===== src/rtl/fetch_unit.sv =====
// Instruction fetch unit: one outstanding request on a valid/ready instruction bus,
// a single-entry holding register for the decoder, and redirect/flush handling.
module fetch_unit #(
  parameter logic [31:0] RESET_PC = 32'h0000_0000
) (
  input  logic        clk,
  input  logic        rst,
  output logic        ir_addr_valid,
  input  logic        ir_addr_ready,
  output logic [31:0] ir_addr,
  input  logic        ir_data_valid,
  output logic        ir_data_ready,
  input  logic [31:0] ir_data,
  output logic        inst_valid,
  input  logic        inst_ready,
  output logic [31:0] inst,
  output logic [31:0] inst_pc,
  input  logic        redirect,
  input  logic [31:0] redirect_pc
);

  typedef enum logic [2:0] {
    ST_IDLE    = 3'd0,
    ST_REQ     = 3'd1,
    ST_WAIT    = 3'd2,
    ST_FULL    = 3'd3,
    ST_DISCARD = 3'd4
  } state_t;

  state_t      state_reg, state_next;
  logic [31:0] fetch_pc_reg;
  logic [31:0] inst_reg;
  logic [31:0] inst_pc_reg;

  logic addr_hs;
  logic data_hs;
  logic unused_ok;

  assign addr_hs   = ir_addr_valid && ir_addr_ready;
  assign data_hs   = ir_data_ready && ir_data_valid;
  assign unused_ok = ^redirect_pc[1:0];

  // State register
  always_ff @(posedge clk) begin
    if (rst) begin
      state_reg <= ST_IDLE;
    end else begin
      state_reg <= state_next;
    end
  end

  // Next-state logic
  always_comb begin
    state_next = state_reg;
    case (state_reg)
      ST_IDLE: state_next = ST_REQ;
      ST_REQ: begin
        if (addr_hs) begin
          state_next = redirect ? ST_DISCARD : ST_WAIT;
        end
      end
      ST_WAIT: begin
        if (ir_data_valid) begin
          state_next = redirect ? ST_REQ : ST_FULL;
        end else if (redirect) begin
          state_next = ST_DISCARD;
        end
      end
      ST_FULL: begin
        if (redirect || inst_ready) begin
          state_next = ST_REQ;
        end
      end
      // A response arriving here settles the only outstanding request,
      // so a coincident redirect needs nothing more than the new fetch_pc.
      ST_DISCARD: begin
        if (ir_data_valid) begin
          state_next = ST_REQ;
        end
      end
      default: state_next = ST_IDLE;
    endcase
  end

  // Output decode from the state register only; redirect masks the decoder handoff
  always_comb begin
    ir_addr_valid = 1'b0;
    ir_data_ready = 1'b0;
    inst_valid    = 1'b0;
    case (state_reg)
      ST_REQ:     ir_addr_valid = 1'b1;
      ST_WAIT:    ir_data_ready = 1'b1;
      ST_DISCARD: ir_data_ready = 1'b1;
      ST_FULL:    inst_valid    = !redirect;
      default: ;
    endcase
  end

  // Datapath: redirect wins over the sequential increment
  always_ff @(posedge clk) begin
    if (rst) begin
      fetch_pc_reg <= RESET_PC;
      inst_reg     <= 32'h0;
      inst_pc_reg  <= 32'h0;
    end else begin
      if (redirect) begin
        fetch_pc_reg <= {redirect_pc[31:2], 2'b00};
      end else if (state_reg == ST_WAIT && data_hs) begin
        fetch_pc_reg <= fetch_pc_reg + 32'd4;
      end
      if (state_reg == ST_WAIT && data_hs && !redirect) begin
        inst_reg    <= ir_data;
        inst_pc_reg <= fetch_pc_reg;
      end
    end
  end

  assign ir_addr = fetch_pc_reg;
  assign inst    = inst_reg;
  assign inst_pc = inst_pc_reg;

endmodule


===== config.mk =====
export PLATFORM = sky130hd
export DESIGN_NAME = fetch_unit
export DESIGN_NICKNAME = d
export VERILOG_FILES = /design/src/rtl/fetch_unit.sv
export SDC_FILE = /design/constraint.sdc
export NUM_CORES = 1
export LEC_CHECK = 0
export ABC_CLOCK_PERIOD_IN_PS = 1900
export CORE_ASPECT_RATIO = 0.8
export CORE_MARGIN = 2
export CORE_UTILIZATION = 39
export CTS_BUF_LIST = sky130_fd_sc_hd__clkbuf_16
export DETAILED_ROUTE_END_ITERATION = 10
export PLACE_DENSITY = 0.79
export SLEW_MARGIN = 20
export SYNTH_ARGS = -nofsm -noshare
export SYNTH_HDL_FRONTEND = slang
export SYNTH_SLANG_ARGS = --single-unit

===== constraint.sdc =====
create_clock -name clk -period 1.9 [get_ports clk]
set_input_delay 0.38 -clock clk [delete_from_list [all_inputs] [get_ports clk]]
set_output_delay 0.38 -clock clk [all_outputs]
set_load 0.05 [all_outputs]

==> results by group <==
Clocking
  • Root Buffer: clkbuf_16
  • Clock sinks: 95
  • CTS tree: built
  • H-tree lvl count: 3
  • Later-pin clock latency in the skew report: roughly 340 ps
  • Max Root-Sink Buffers: 2
  • Cts bufs inserted: 9
  • Hold_buf cts: 0
  • Worst-path clk slew: roughly 70 ps

Timing
  • Fmax: approximately 540 MHz
  • Final hold viol count: 0
  • Final setup vio count: 0
  • Period utilization: 0.980
  • Max-slew violation count: 0
  • Worst setup margin: between 30 and 40 ps
  • Worst-Margin Slew: between 500 and 600 ps
  • Skew final: between 10 and 15 ps
  • Slew margin rel.: 0.645
  • Period minus WS final: around 1900 ps
  • Hold_ws: between 400 and 500 ps

Worst setup path
  • Slowest stage cell, crit path: clkdlybuf4s50_1
  • Worst R2R Path Depth: 5
  • Worst Path Arrival: about 1500 ps
  • Max FO, Critical Path: 2
  • CP Capture Type: output pin
  • Worst path max stage delay: 820 ps
  • CP startpoint kind: flop
  • Cell family with most CP delay: buffers and inverters
  • Worst path depth: 1
  • CP Cell Sequence: clkdlybuf4s50_1
  • Critical Setup Path Class: reg -> out
  • FF-to-FF setup slack: 80 ps
  • Worst EP required: around 1500 ps
  • Buf/Inv on CP: 1

Floorplan
  • Starting Density: 0.400
  • Die footprint: about 11000 µm²
  • # rows: 33
  • Ports: 169
  • Total core area: about 10000 µm²
  • Die Wd: 118 µm
  • Die Y: roughly 96 µm

Drt
  • Vias per inst: 5.07
  • Antenna viol nets, final: 0
  • Met2 WL: 6290 µm
  • Iter 0 DRT Violations: roughly 230
  • Drt wl/cell: approximately 15 µm
  • WL final: approximately 13000 µm
  • DR top layer: met4
  • Post-route DRC: 0
  • Metal-1 WL: 5670 µm
  • DR WL met3: ~900 µm
  • DRT Pass-1 Iters: 4
  • Vias: approximately 4200

Layout
  • Syn-to-layout area delta: 56.7%
  • Max reg flops: 32
  • Commonest non-fill, non-tap cell in the layout: nand2_1
  • Share of cells above drive strength 1: 0.191
  • Commonest cells after routing, fill and taps aside: nand2_1, clkdlybuf4s50_1, a21oi_1, buf_4, dfxtp_1
  • Design Area, Final: ~6400 µm²
  • Fin nets: ~760
  • Ant diodes: 0

Yosys
  • Syn avg cell area: about 8.0 µm²
  • Yosys top cell area share: 0.466
  • #FFs+latches synth: 95
  • Yosys warns: 0
  • Netlist area before placement: slightly above 4000 µm²
  • Gate Count Post-Synth: 512
  • Synth area leaders: dfxtp_1, nand2_1, a21oi_1
  • Area leader, netlist: dfxtp_1
  • Seq/Total Area, Yosys: 0.466
  • Post-synth cell types: between 40 and 50

Global route
  • Global-route wire length before repair: approximately 20000 µm
  • Vias in the first global route: ~4000
  • Gr usage total: 0.220
  • Largest net degree at the start of global routing: 63
  • Grt ovf: 0
  • Initial antenna violation count: 0

Place
  • DP Wirelength: roughly 9200 µm
  • IO buf count: about 160
  • Place WS: -364 ps
  • Final GP Congestion: ~0.86
  • Placed Area: roughly 6000 µm²

Power
  • Lkg Pwr: 2.67 nW
  • Worst VDD drop: between 0.0005 and 0.0006 V
  • Power Total: roughly 4.6 mW
  • PwrDens: between 700 and 800 nW/µm²

Worst hold path
  • Worst Hold Class: reg -> reg
  • Cell count of the worst hold path: 2

Outcome
  • Status: complete, no violations

Run
  • Maxcap violations: 0
[metrics by stage]
| stage | TNS [ps] | instances | utilization |
|---|---|---|---|
| 6_report | 0 | 835 | 0.627 |
| 5_1_grt | -17.8 | 835 | 0.627 |
| 4_1_cts | 0 | 833 | 0.617 |
| 3_5_place_dp | -27880 | 817 | 0.588 |
| 3_3_place_gp | -22930 | 817 | 0.588 |
| 2_1_floorplan | -64.9 | 515 | - |
[metal layers]
layer	vias up	global-route usage
li1	2084	-
met5	-	0
met4	0	0.0546
met1	1969	0.285
met2	170	0.373
met3	7	0.0538
[final timing paths]
check | from | end
setup reg to reg | ir_addr[5] | ir_addr[31]
hold / removal | inst[17] | inst[17]
hold reg to reg | inst[17] | inst[17]
setup / recovery | inst[15] | inst[15]
[power breakdown]
| part | total [mW] | internal [mW] | switching, mW |
|---|---|---|---|
| logic | 0.714 | 0.307 | 0.407 |
| registers | 2.11 | 2.05 | 0.0605 |
| clock network | 1.80 | 1.02 | 0.775 |
| total | 4.62 | 3.38 | 1.24 |
[repair_timing]
action | in CTS | in global routing
gates cloned | 0 | 1
setup buffers | 0 | 1
setup endpoints to repair | 2 | 98
pin swaps | 0 | 1
resized for setup | 2 | 23
hold endpoints to repair | 0 | 0
[synthesized netlist by cell type, drive strengths merged]
| cell type | count |
|---|---|
| a2111oi | 1 |
| a211oi | 14 |
| a21oi | 76 |
| a22oi | 1 |
| a31oi | 3 |
| a32oi | 1 |
| and3 | 7 |
| and4bb | 1 |
| buf | 13 |
| clkbuf | 25 |
| conb | 1 |
| dfxtp | 95 |
| ha | 1 |
| inv | 5 |
| mux2i | 2 |
| nand2 | 154 |
| nand2b | 1 |
| nand3 | 11 |
| nand3b | 1 |
| nand4 | 17 |
| nand4bb | 1 |
| nor2 | 25 |
| nor2b | 1 |
| nor3 | 6 |
| nor3b | 1 |
| nor4 | 6 |
| nor4b | 1 |
| o21a | 1 |
| o21ai | 2 |
| o21bai | 2 |
| o22ai | 4 |
| or2 | 1 |
| or3 | 1 |
| or4b | 2 |
| xnor2 | 10 |
| xor2 | 18 |
[cell families after synthesis]
| kind of cell | Yosys count | share of synthesized area |
|---|---|---|
| AO/OA/AOI/OAI | 105 | 0.144 |
| XOR/XNOR | 28 | 0.0601 |
| adder cells (fa/ha/maj) | 1 | 0.00307 |
| buffers and inverters | 43 | 0.0460 |
| flip-flops | 95 | 0.466 |
| multiplexers | 2 | 0.00491 |
| other | 1 | 0.000919 |
| AND/OR/NAND/NOR | 237 | 0.275 |
[final cells by class]
type                    instances  area, µm²
clock buffers                   9        225
fillers                       906       3800
flip-flops and latches         95       1930
clock inverters                 7       70.1
multi-input cells             377       2040
well taps                     140        175
repair buffers                202       1940
inverters                       5       18.8
(Power assumes the default switching activity.)
